[src/rtl/morra_sequenziatore_if.sv]
// Player-side move handshake for the Morra match sequencer.
// master = player side (drives moves), slave = sequencer side (drives ready).
interface morra_sequenziatore_if;
   logic       p1_valid;
   logic [1:0] p1_move;
   logic       p1_ready;
   logic       p2_valid;
   logic [1:0] p2_move;
   logic       p2_ready;

   modport master (
      output p1_valid, p1_move, p2_valid, p2_move,
      input  p1_ready, p2_ready
   );

   modport slave (
      input  p1_valid, p1_move, p2_valid, p2_move,
      output p1_ready, p2_ready
   );
endinterface

[src/rtl/morra_sequenziatore.sv]
// Match sequencer in front of the Morra Cinese core: loads the round limit, collects moves, reports results.
// Optional move timeout is compiled in with `define SEQ_TIMEOUT_EN.
module morra_sequenziatore #(
   parameter int unsigned TIMEOUT_CYC = 16
) (
   input  logic       clk,
   input  logic       rst,
   input  logic       start,
   input  logic [3:0] cfg_manche,
   morra_sequenziatore_if.slave plr,
   output logic       core_inizio,
   output logic [1:0] core_primo,
   output logic [1:0] core_secondo,
   input  logic [1:0] core_manche,
   input  logic [1:0] core_partita,
   output logic       busy,
   output logic       round_done,
   output logic [1:0] round_result,
   output logic [4:0] round_count,
   output logic       match_done,
   output logic [1:0] match_winner,
   output logic       timeout_err
);

   typedef enum logic [2:0] {
      S_IDLE, S_SETUP, S_COLLECT, S_ISSUE, S_WAIT_RES, S_DONE
   } state_t;

   state_t     state;
   logic [4:0] limit;
   logic [1:0] mv1, mv2;
   logic       cap1, cap2;

   logic       take1, take2, got1, got2;
   logic [1:0] new1, new2;
   logic [4:0] cnt_next;

   // A move counts as captured this cycle if it was already held or transfers now.
   assign take1    = plr.p1_valid & plr.p1_ready;
   assign take2    = plr.p2_valid & plr.p2_ready;
   assign got1     = cap1 | take1;
   assign got2     = cap2 | take2;
   assign new1     = take1 ? plr.p1_move : mv1;
   assign new2     = take2 ? plr.p2_move : mv2;
   assign cnt_next = (core_manche != 2'b00 && round_count != 5'd31) ? round_count + 5'd1
                                                                     : round_count;

`ifdef SEQ_TIMEOUT_EN
   logic [7:0] timer;
   logic       expire;
   assign expire = (timer == 8'(TIMEOUT_CYC - 1));
`endif

   // NOTE: every register here, state and outputs alike, uses non-blocking assignment so all
   // decisions in a cycle see the same pre-edge values.
   always_ff @(posedge clk or posedge rst) begin
      if (rst) begin
         state        <= S_IDLE;
         limit        <= '0;
         mv1          <= '0;
         mv2          <= '0;
         cap1         <= 1'b0;
         cap2         <= 1'b0;
         plr.p1_ready <= 1'b0;
         plr.p2_ready <= 1'b0;
         core_inizio  <= 1'b0;
         core_primo   <= '0;
         core_secondo <= '0;
         busy         <= 1'b0;
         round_done   <= 1'b0;
         round_result <= '0;
         round_count  <= '0;
         match_done   <= 1'b0;
         match_winner <= '0;
         timeout_err  <= 1'b0;
`ifdef SEQ_TIMEOUT_EN
         timer        <= '0;
`endif
      end else begin
         round_done  <= 1'b0;
         match_done  <= 1'b0;
         timeout_err <= 1'b0;
         if (start) begin
            // Start from any state (re)launches a match; an aborted match reports nothing.
            state        <= S_SETUP;
            busy         <= 1'b1;
            core_inizio  <= 1'b1;
            core_primo   <= cfg_manche[1:0];
            core_secondo <= cfg_manche[3:2];
            limit        <= 5'(cfg_manche) + 5'd4;
            round_count  <= '0;
            match_winner <= '0;
            cap1         <= 1'b0;
            cap2         <= 1'b0;
            mv1          <= '0;
            mv2          <= '0;
            plr.p1_ready <= 1'b0;
            plr.p2_ready <= 1'b0;
`ifdef SEQ_TIMEOUT_EN
            timer        <= '0;
`endif
         end else begin
            case (state)
               S_IDLE: ;
               S_SETUP: begin
                  state        <= S_COLLECT;
                  core_inizio  <= 1'b0;
                  core_primo   <= '0;
                  core_secondo <= '0;
                  plr.p1_ready <= 1'b1;
                  plr.p2_ready <= 1'b1;
               end
               S_COLLECT: begin
                  if (take1) begin
                     cap1         <= 1'b1;
                     mv1          <= plr.p1_move;
                     plr.p1_ready <= 1'b0;
                  end
                  if (take2) begin
                     cap2         <= 1'b1;
                     mv2          <= plr.p2_move;
                     plr.p2_ready <= 1'b0;
                  end
`ifdef SEQ_TIMEOUT_EN
                  timer <= timer + 8'd1;
`endif
                  if (got1 && got2) begin
                     state        <= S_ISSUE;
                     core_primo   <= new1;
                     core_secondo <= new2;
                  end
`ifdef SEQ_TIMEOUT_EN
                  else if (expire) begin
                     // Missing moves are forfeited as 00 so the core annuls the round.
                     state        <= S_ISSUE;
                     timeout_err  <= 1'b1;
                     plr.p1_ready <= 1'b0;
                     plr.p2_ready <= 1'b0;
                     core_primo   <= got1 ? new1 : 2'b00;
                     core_secondo <= got2 ? new2 : 2'b00;
                  end
`endif
               end
               S_ISSUE: state <= S_WAIT_RES;
               S_WAIT_RES: begin
                  round_done   <= 1'b1;
                  round_result <= core_manche;
                  round_count  <= cnt_next;
                  core_primo   <= '0;
                  core_secondo <= '0;
                  cap1         <= 1'b0;
                  cap2         <= 1'b0;
`ifdef SEQ_TIMEOUT_EN
                  timer        <= '0;
`endif
                  if (core_partita != 2'b00) begin
                     match_winner <= core_partita;
                     match_done   <= 1'b1;
                     state        <= S_DONE;
                  end else if (cnt_next == limit) begin
                     // Safety stop when the core never declares the match over.
                     match_winner <= 2'b11;
                     match_done   <= 1'b1;
                     state        <= S_DONE;
                  end else begin
                     plr.p1_ready <= 1'b1;
                     plr.p2_ready <= 1'b1;
                     state        <= S_COLLECT;
                  end
               end
               S_DONE: begin
                  busy  <= 1'b0;
                  state <= S_IDLE;
               end
               default: state <= S_IDLE;
            endcase
         end
      end
   end

endmodule

[src/flat_wrapper.sv]
// flat-port wrapper written by rule: the top's interface ports become plain ports
module morra_sequenziatore_flat 
#(
   parameter int unsigned TIMEOUT_CYC = 16
)
  (clk, rst, start, cfg_manche, core_inizio, core_primo, core_secondo, core_manche, core_partita, busy, round_done, round_result, round_count, match_done, match_winner, timeout_err, plr_p1_valid, plr_p1_move, plr_p2_valid, plr_p2_move, plr_p1_ready, plr_p2_ready);
  morra_sequenziatore_if plr_i ();
  input  logic clk;
  input  logic rst;
  input  logic start;
  input  logic [3:0] cfg_manche;
  output logic core_inizio;
  output logic [1:0] core_primo;
  output logic [1:0] core_secondo;
  input  logic [1:0] core_manche;
  input  logic [1:0] core_partita;
  output logic busy;
  output logic round_done;
  output logic [1:0] round_result;
  output logic [4:0] round_count;
  output logic match_done;
  output logic [1:0] match_winner;
  output logic timeout_err;
  input wire logic [$bits(plr_i.p1_valid)-1:0] plr_p1_valid;
  input wire logic [$bits(plr_i.p1_move)-1:0] plr_p1_move;
  input wire logic [$bits(plr_i.p2_valid)-1:0] plr_p2_valid;
  input wire logic [$bits(plr_i.p2_move)-1:0] plr_p2_move;
  output wire logic [$bits(plr_i.p1_ready)-1:0] plr_p1_ready;
  output wire logic [$bits(plr_i.p2_ready)-1:0] plr_p2_ready;
  assign plr_i.p1_valid = plr_p1_valid;
  assign plr_i.p1_move = plr_p1_move;
  assign plr_i.p2_valid = plr_p2_valid;
  assign plr_i.p2_move = plr_p2_move;
  assign plr_p1_ready = plr_i.p1_ready;
  assign plr_p2_ready = plr_i.p2_ready;
  morra_sequenziatore #(.TIMEOUT_CYC(TIMEOUT_CYC)) u_core (.clk(clk), .rst(rst), .start(start), .cfg_manche(cfg_manche), .plr(plr_i), .core_inizio(core_inizio), .core_primo(core_primo), .core_secondo(core_secondo), .core_manche(core_manche), .core_partita(core_partita), .busy(busy), .round_done(round_done), .round_result(round_result), .round_count(round_count), .match_done(match_done), .match_winner(match_winner), .timeout_err(timeout_err));
endmodule
[config.mk]
export PLATFORM = sky130hd
export DESIGN_NAME = morra_sequenziatore_flat
export DESIGN_NICKNAME = d
export VERILOG_FILES = /design/src/rtl/morra_sequenziatore_if.sv /design/src/rtl/morra_sequenziatore.sv /design/src/flat_wrapper.sv
export SDC_FILE = /design/constraint.sdc
export NUM_CORES = 1
export LEC_CHECK = 0
export ABC_CLOCK_PERIOD_IN_PS = 4520
export BUFFER_PORTS_ARGS = -buffer_cell sky130_fd_sc_hd__buf_2
export CORE_MARGIN = 2
export CORE_UTILIZATION = 45
export DETAILED_ROUTE_END_ITERATION = 6
export PLACE_DENSITY = 0.79
export SYNTH_ARGS = -nofsm -noshare
export SYNTH_HDL_FRONTEND = slang
export SYNTH_SLANG_ARGS = --single-unit
[constraint.sdc]
create_clock -name clk -period 4.52 [get_ports clk]
set_input_delay 0.904 -clock clk [delete_from_list [all_inputs] [get_ports clk]]
set_output_delay 0.904 -clock clk [all_outputs]
set_load 0.05 [all_outputs]
# [Word-level counts from Yosys, hierarchy flattened]
# Index checks and enable logic that the tools add are counted.
[totals] ff_bits=33 latchBits=0 mem_bits_rw=0 romBits=0 inputBits=17 wordCells=107 n_memories=0
[classes] add_sub_neg=2 multipliers=0 n_div=0 magnitude_cmp=0 eq_ne=13 n_shift=0 n_mux=48 bitwise=5 n_reduce_logical=22
[ops] cell="2-bit 2-to-1 mux" n=14
[ops] cell="1-bit 2-to-1 mux" n=20
[ops] cell="5-bit 2-to-1 mux" n=3
[ops] cell="3-bit case mux with 5 select lines" n=1
[ops] cell="3-bit 2-to-1 mux" n=4
[ops] cell="2-bit AND reduction" n=6
[ops] cell="2-bit nonzero test" n=6
[ops] cell="3-bit by 2-bit inequality test with 1-bit output, second input constant" n=3
[ops] cell="3-bit nonzero test" n=3
[ops] cell="2-bit case mux with 2 select lines" n=2
[ops] cell="4-bit AND reduction" n=2
[ops] cell="3-bit by 2-bit equality test with 1-bit output, second input constant" n=2
[ops] cell="3-bit equality test, second input constant" n=2
[ops] cell="3-bit inequality test, second input constant" n=2
[ops] cell="1-bit case mux with 3 select lines" n=2
[ops] cell="4-bit by 3-bit adder with 5-bit output, second input constant" n=1
[ops] cell="5-bit by 1-bit adder with 5-bit output, second input constant" n=1
[ops] cell="5-bit equality test" n=1
[ops] cell="5-bit inequality test, second input constant" n=1
[ops] cell="1-bit case mux with 2 select lines" n=2
[ops] cell="4-bit nonzero test" n=1
[ops] cell="3-bit by 1-bit equality test with 1-bit output, second input constant" n=1
[ops] cell="3-bit zero test" n=1
[ops] cell="1-bit AND" n=2
[ops] cell="other kinds (5)" n=7

# [Logic depth before layout (Yosys ltp)]
[logic_depth] depth_word=8 mapped_depth=9 mapped_depth_nobuf=9

# [Worst setup path after synthesis]
# OpenSTA, ideal clock, no wires.
[synth_path] path_kind="register to register" start="register u_core.round_count[0]" end="register u_core.plr.p1_ready" setup_ps=131 arrival_time_ps=2569 t_required_ps=4389 setup_slack_ps=1821 path_stages_with_launch=10 path_cell_list="dfrtp_1 -> ha_1 -> and3_1 -> ha_1 -> xor2_1 -> nor3_2 -> nand2_1 -> a2111oi_4 -> o21ai_2 -> o2bb2ai_1"
[synth_between] elab_chain_len=6 elab_cells_between_ends=7
[synth_rtl] element="start: declaration" line_no="morra_sequenziatore.sv:19" rtl="output logic [4:0] round_count,"
[synth_rtl] element="start signal: assignment" line_no="morra_sequenziatore.sv:148" rtl="round_count <= cnt_next;"
[synth_rtl] element="parallel branches: the longest is 2 deep, another holds 5-bit by 1-bit adder with 5-bit output"
[synth_rtl] element="5-bit 2-to-1 mux *" line_no="morra_sequenziatore.sv:45" rtl="assign cnt_next = (core_manche != 2'b00 && round_count != 5'd31) ? round_count + 5'd1"
[synth_rtl] element="5-bit equality test *" line_no="morra_sequenziatore.sv:160" rtl="end else if (cnt_next == limit) begin"
[synth_rtl] element="3-bit inequality test (no line) *"
[synth_rtl] element="4-bit AND reduction (no line) *"
[synth_rtl] element="end signal: assignment" line_no="morra_sequenziatore.sv:64" rtl="plr.p1_ready <= 1'b0;"
[synth_rtl] element="end signal: assignment" line_no="morra_sequenziatore.sv:97" rtl="plr.p1_ready <= 1'b0;"
[synth_rtl] element="end signal: assignment" line_no="morra_sequenziatore.sv:166" rtl="plr.p1_ready <= 1'b1;"
[synth_rtl] element="end: declaration" line_no="morra_sequenziatore_if.sv:18" rtl="output p1_ready, p2_ready"
# Mark *: on every way between the ends.
# A chain may end at the register's enable or synchronous reset.

# [Worst setup path in the final report]
[layout_path] start="register u_core.round_count[0]" end="register u_core.plr.p2_ready"
[layout_between] elab_chain_len=6 elab_cells_between_ends=7
[layout_rtl] element="parallel branches: the longest is 2 deep, another holds 5-bit by 1-bit adder with 5-bit output"
[layout_rtl] element="5-bit 2-to-1 mux *" line_no="morra_sequenziatore.sv:45"
[layout_rtl] element="5-bit equality test *" line_no="morra_sequenziatore.sv:160"
[layout_rtl] element="3-bit inequality test (no line) *"
[layout_rtl] element="4-bit AND reduction (no line) *"
[layout_rtl] element="end signal: assignment" line_no="morra_sequenziatore.sv:65" rtl="plr.p2_ready <= 1'b0;"
[layout_rtl] element="end signal: assignment" line_no="morra_sequenziatore.sv:98" rtl="plr.p2_ready <= 1'b0;"
[layout_rtl] element="end signal: assignment" line_no="morra_sequenziatore.sv:167" rtl="plr.p2_ready <= 1'b1;"
[layout_rtl] element="end: declaration" line_no="morra_sequenziatore_if.sv:18"
# Marks and branches as above.

==> results by group <==
Setup path
  • Nature of the critical path startpoint: flop
  • Worst Path Required: ~4.7 ns
  • Critical Path Max Stage Delay: approximately 0.55 ns
  • Kind of critical path: reg -> reg
  • CP max-delay cell: a2111oi_4
  • Max FO, Critical Path: 7
  • Most used cell, CP: ha_1
  • CP cell instances: ha_1, and3_1, ha_1, xor2_1, nor3_2, nand2_1, a2111oi_4, o21ai_2, o2bb2ai_1
  • Crit end category: flop
  • Critical path arrival: approximately 2.9 ns

Cells and area
  • Fillers: ~350
  • Antenna cells: 0
  • Finished Cell Area: slightly above 2000 um^2
  • Multi-input gate area: 870 um^2
  • Non-filler instance count after layout: 263
  • Post-layout util: roughly 55%
  • Proportion of layout cells with a drive suffix above 1: 26.0%
  • Area grow syn2layout: 16.7%
  • Register Area: 826 um^2
  • Final net count: 235

Synth
  • Number of enable flip-flop cells after synthesis: 0
  • Adder-cell share of the synthesized area: under 10%
  • Post-synth ARST share: 100%
  • Post-Syn Area: between 1500 and 2000 um^2
  • Simple-gate area share of the yosys netlist: between 15 and 20%
  • Synthesized Nets: between 150 and 200
  • Synth Instances: 179
  • Avg Cell Area, Syn: 9.80 um^2
  • Sequential fraction of the synthesis area: a little under half
  • Mux contribution to synthesized area: between 7 and 8%
  • Post-synthesis xor/xnor area fraction: 4.99%
  • Flops & latches, synth: 33
  • Complex-gate fraction of the synthesized area: between 15 and 20%
  • Main combinational cell family by area after synthesis: simple AND/OR/NAND/NOR gates
  • Top_reg_cell synth: dfrtp_1
  • Warnings from Yosys: 0
  • Synth cell types: 38

Run
  • Max_cap viols: 0

STA
  • Worst hold margin: around 0.47 ns
  • Final Cycle Share: between 50 and 60%
  • RSZ-0062 raised after global routing: false
  • Tmin final: 2.69 ns
  • Fin worst setup slack: roughly 1.8 ns
  • Slew @ Worst Pin: roughly 0.56 ns
  • Max Freq: roughly 370 MHz
  • Setup TNS: 0 ns
  • Slew margin rel.: a little over three fifths
  • Final Hold Fails: 0
  • Skew final: roughly 0.0035 ns
  • Final setup fails: 0
  • Final slew viol count: 0

CTS
  • Clk root buf: clkbuf_8
  • Cts hold-fix bufs: 0
  • Clk_lat worst skew: 0.29 ns
  • Clock Path Buffers: 2
  • CTS tree: built
  • TritonCTS Buffers: 5
  • Clk pin slew, worst setup/hold paths: about 0.060 ns
  • CTS Sinks: 33
  • Post-CTS Resized: 0
  • Htree depth: 2
  • Post-CTS setup buffers: 0

Place
  • Port Buf Inserts: 35
  • Setup WS pre-CTS: 1.84 ns
  • Placed Cells: between 200 and 300
  • Gpl congestion: ~0.86
  • Dpl hpwl: 2.70 mm
  • Placed Area: between 1500 and 2000 um^2

Die
  • Initial Utilization: between 40% and 50%
  • Horiz. Die Dim: 66.4 um
  • Num rows: 22
  • Die Footprint: between 4000 and 5000 um^2
  • Die Y: around 66 um
  • IO Pins: 37
  • CORE AREA: 3720 um^2

Route
  • Detailed Route WL: between 3 and 4 mm
  • 1st-iter DRT viols: 66
  • ANT nets after route: 0
  • DRC Markers: 0
  • Routed len/inst: 13.9 um
  • Vias: about 1400
  • Pre-antenna DRT Iters: 4
  • Vias/cell: between 5 and 6

Global routing
  • GRT Total Usage: approximately a fifth
  • Global-route wire length before repair: a little over 6 mm
  • Vias in the first global route: about 1300
  • Largest net degree at the start of global routing: 35
  • Total global routing overflow: 0
  • Initial antenna violation count: 0

Pwr
  • PwrDens: about 350 nW/um^2
  • Pwr Total: about 0.7 mW
  • Lkg Pwr: around 0.94 nW
  • VDD IR max: between 0.00015 and 0.0002 V

Min path
  • Worst hold path type: reg -> reg

Run status
  • Status: complete, no violations
## cells by family (layout without fill, tap and decap cells)
group / Yosys count / after routing
muxes: 12 / 12
xor gates and xnor gates: 10 / 10
other: 1 / 1
and+or+nand+nor: 68 / 68
DFF: 33 / 33
buffers and inverters: 13 / 49
AOI/OAI and AO/OA: 39 / 39
adders and majority gates: 3 / 3
## layout make-up
type,count,area share (%)
Tap cell,48,2.93
Clock buffer,7,4.22
Inverter,6,1.10
Sequential cell,33,40.3
Timing Repair Buffer,36,8.92
Multi-Input combinational cell,133,42.5
## cells in the mapped netlist (4+ instances only)
cell	n	area share, %
dfrtp_1	33	47
nor2_1	19	4.1
nand2_1	16	3.4
a21oi_1	12	3.4
nor3_1	10	2.9
o21ai_0	9	2.6
mux2i_1	8	4.6
xnor2_1	7	3.5
inv_1	6	1.3
nand2b_1	6	2.1
o21a_1	5	2.1
mux2_2	4	2.6
## registers in the layout (all words and copies together) (netlist names)
name	flops
u_core.core_primo	2
u_core.mv1	2
u_core.round_done	1
u_core.match_winner	2
u_core.plr.p2_ready	1
u_core.limit	5
u_core.round_result	2
u_core.core_secondo	2
u_core.plr.p1_ready	1
u_core.round_count	5
u_core.state	3
u_core.cap2	1
u_core.core_inizio	1
u_core.match_done	1
u_core.busy	1
u_core.mv2	2
u_core.cap1	1
## worst max-delay path: cells and delay by family (launching register included)
kind,cells,cell delay (ns)
compound gates,3,0.88
xor+xnor,1,0.18
fa+ha+maj,2,0.56
flops,1,0.45
simple gates,3,0.50
## routing by layer
metal	part of all wire [%]	wire [um]	track usage (%)
met5	0	0	0
met3	6.3	230	5.28
met1	44	1620	23.2
met4	1.8	65	7.65
met2	48	1740	30.4
## layout by cell type, fill, tap and decap left out, types with 3 or more instances in the layout
cell type  synthesis  final
o21ai_0            9      9
nor2_1            19     19
inv_1              6      6
o21a_1             5      5
nand2b_1           6      6
a21oi_1           12     12
xor2_1             3      3
dfrtp_1           33     33
or3_1              3      3
buf_2              2     35
ha_1               3      3
clkbuf_8           0      6
o211ai_1           3      3
mux2i_1            8      8
or2_2              3      3
mux2_2             4      4
xnor2_1            7      7
nand2_1           16     16
nor3_1            10     10
## power by group
part	total [mW]	internal, mW	switching [mW]
clock network	0.226	0.121	0.106
registers	0.333	0.316	0.0164
logic	0.153	0.0482	0.105
## final timing paths
path	end	start	slack [ns]	cells past startpoint
max	u_core.plr.p2_ready	u_core.round_count[0]	1.83	9
min	u_core.core_inizio	u_core.core_inizio	0.47	1
max reg2reg	u_core.plr.p2_ready	u_core.round_count[0]	1.83	9
min reg2reg	u_core.core_inizio	u_core.core_inizio	0.47	1
max in group asynchronous	u_core.round_count[1]	rst	3.52	3
min in group asynchronous	u_core.round_done	rst	0.70	3
Power figures use the tool's default switching activity.
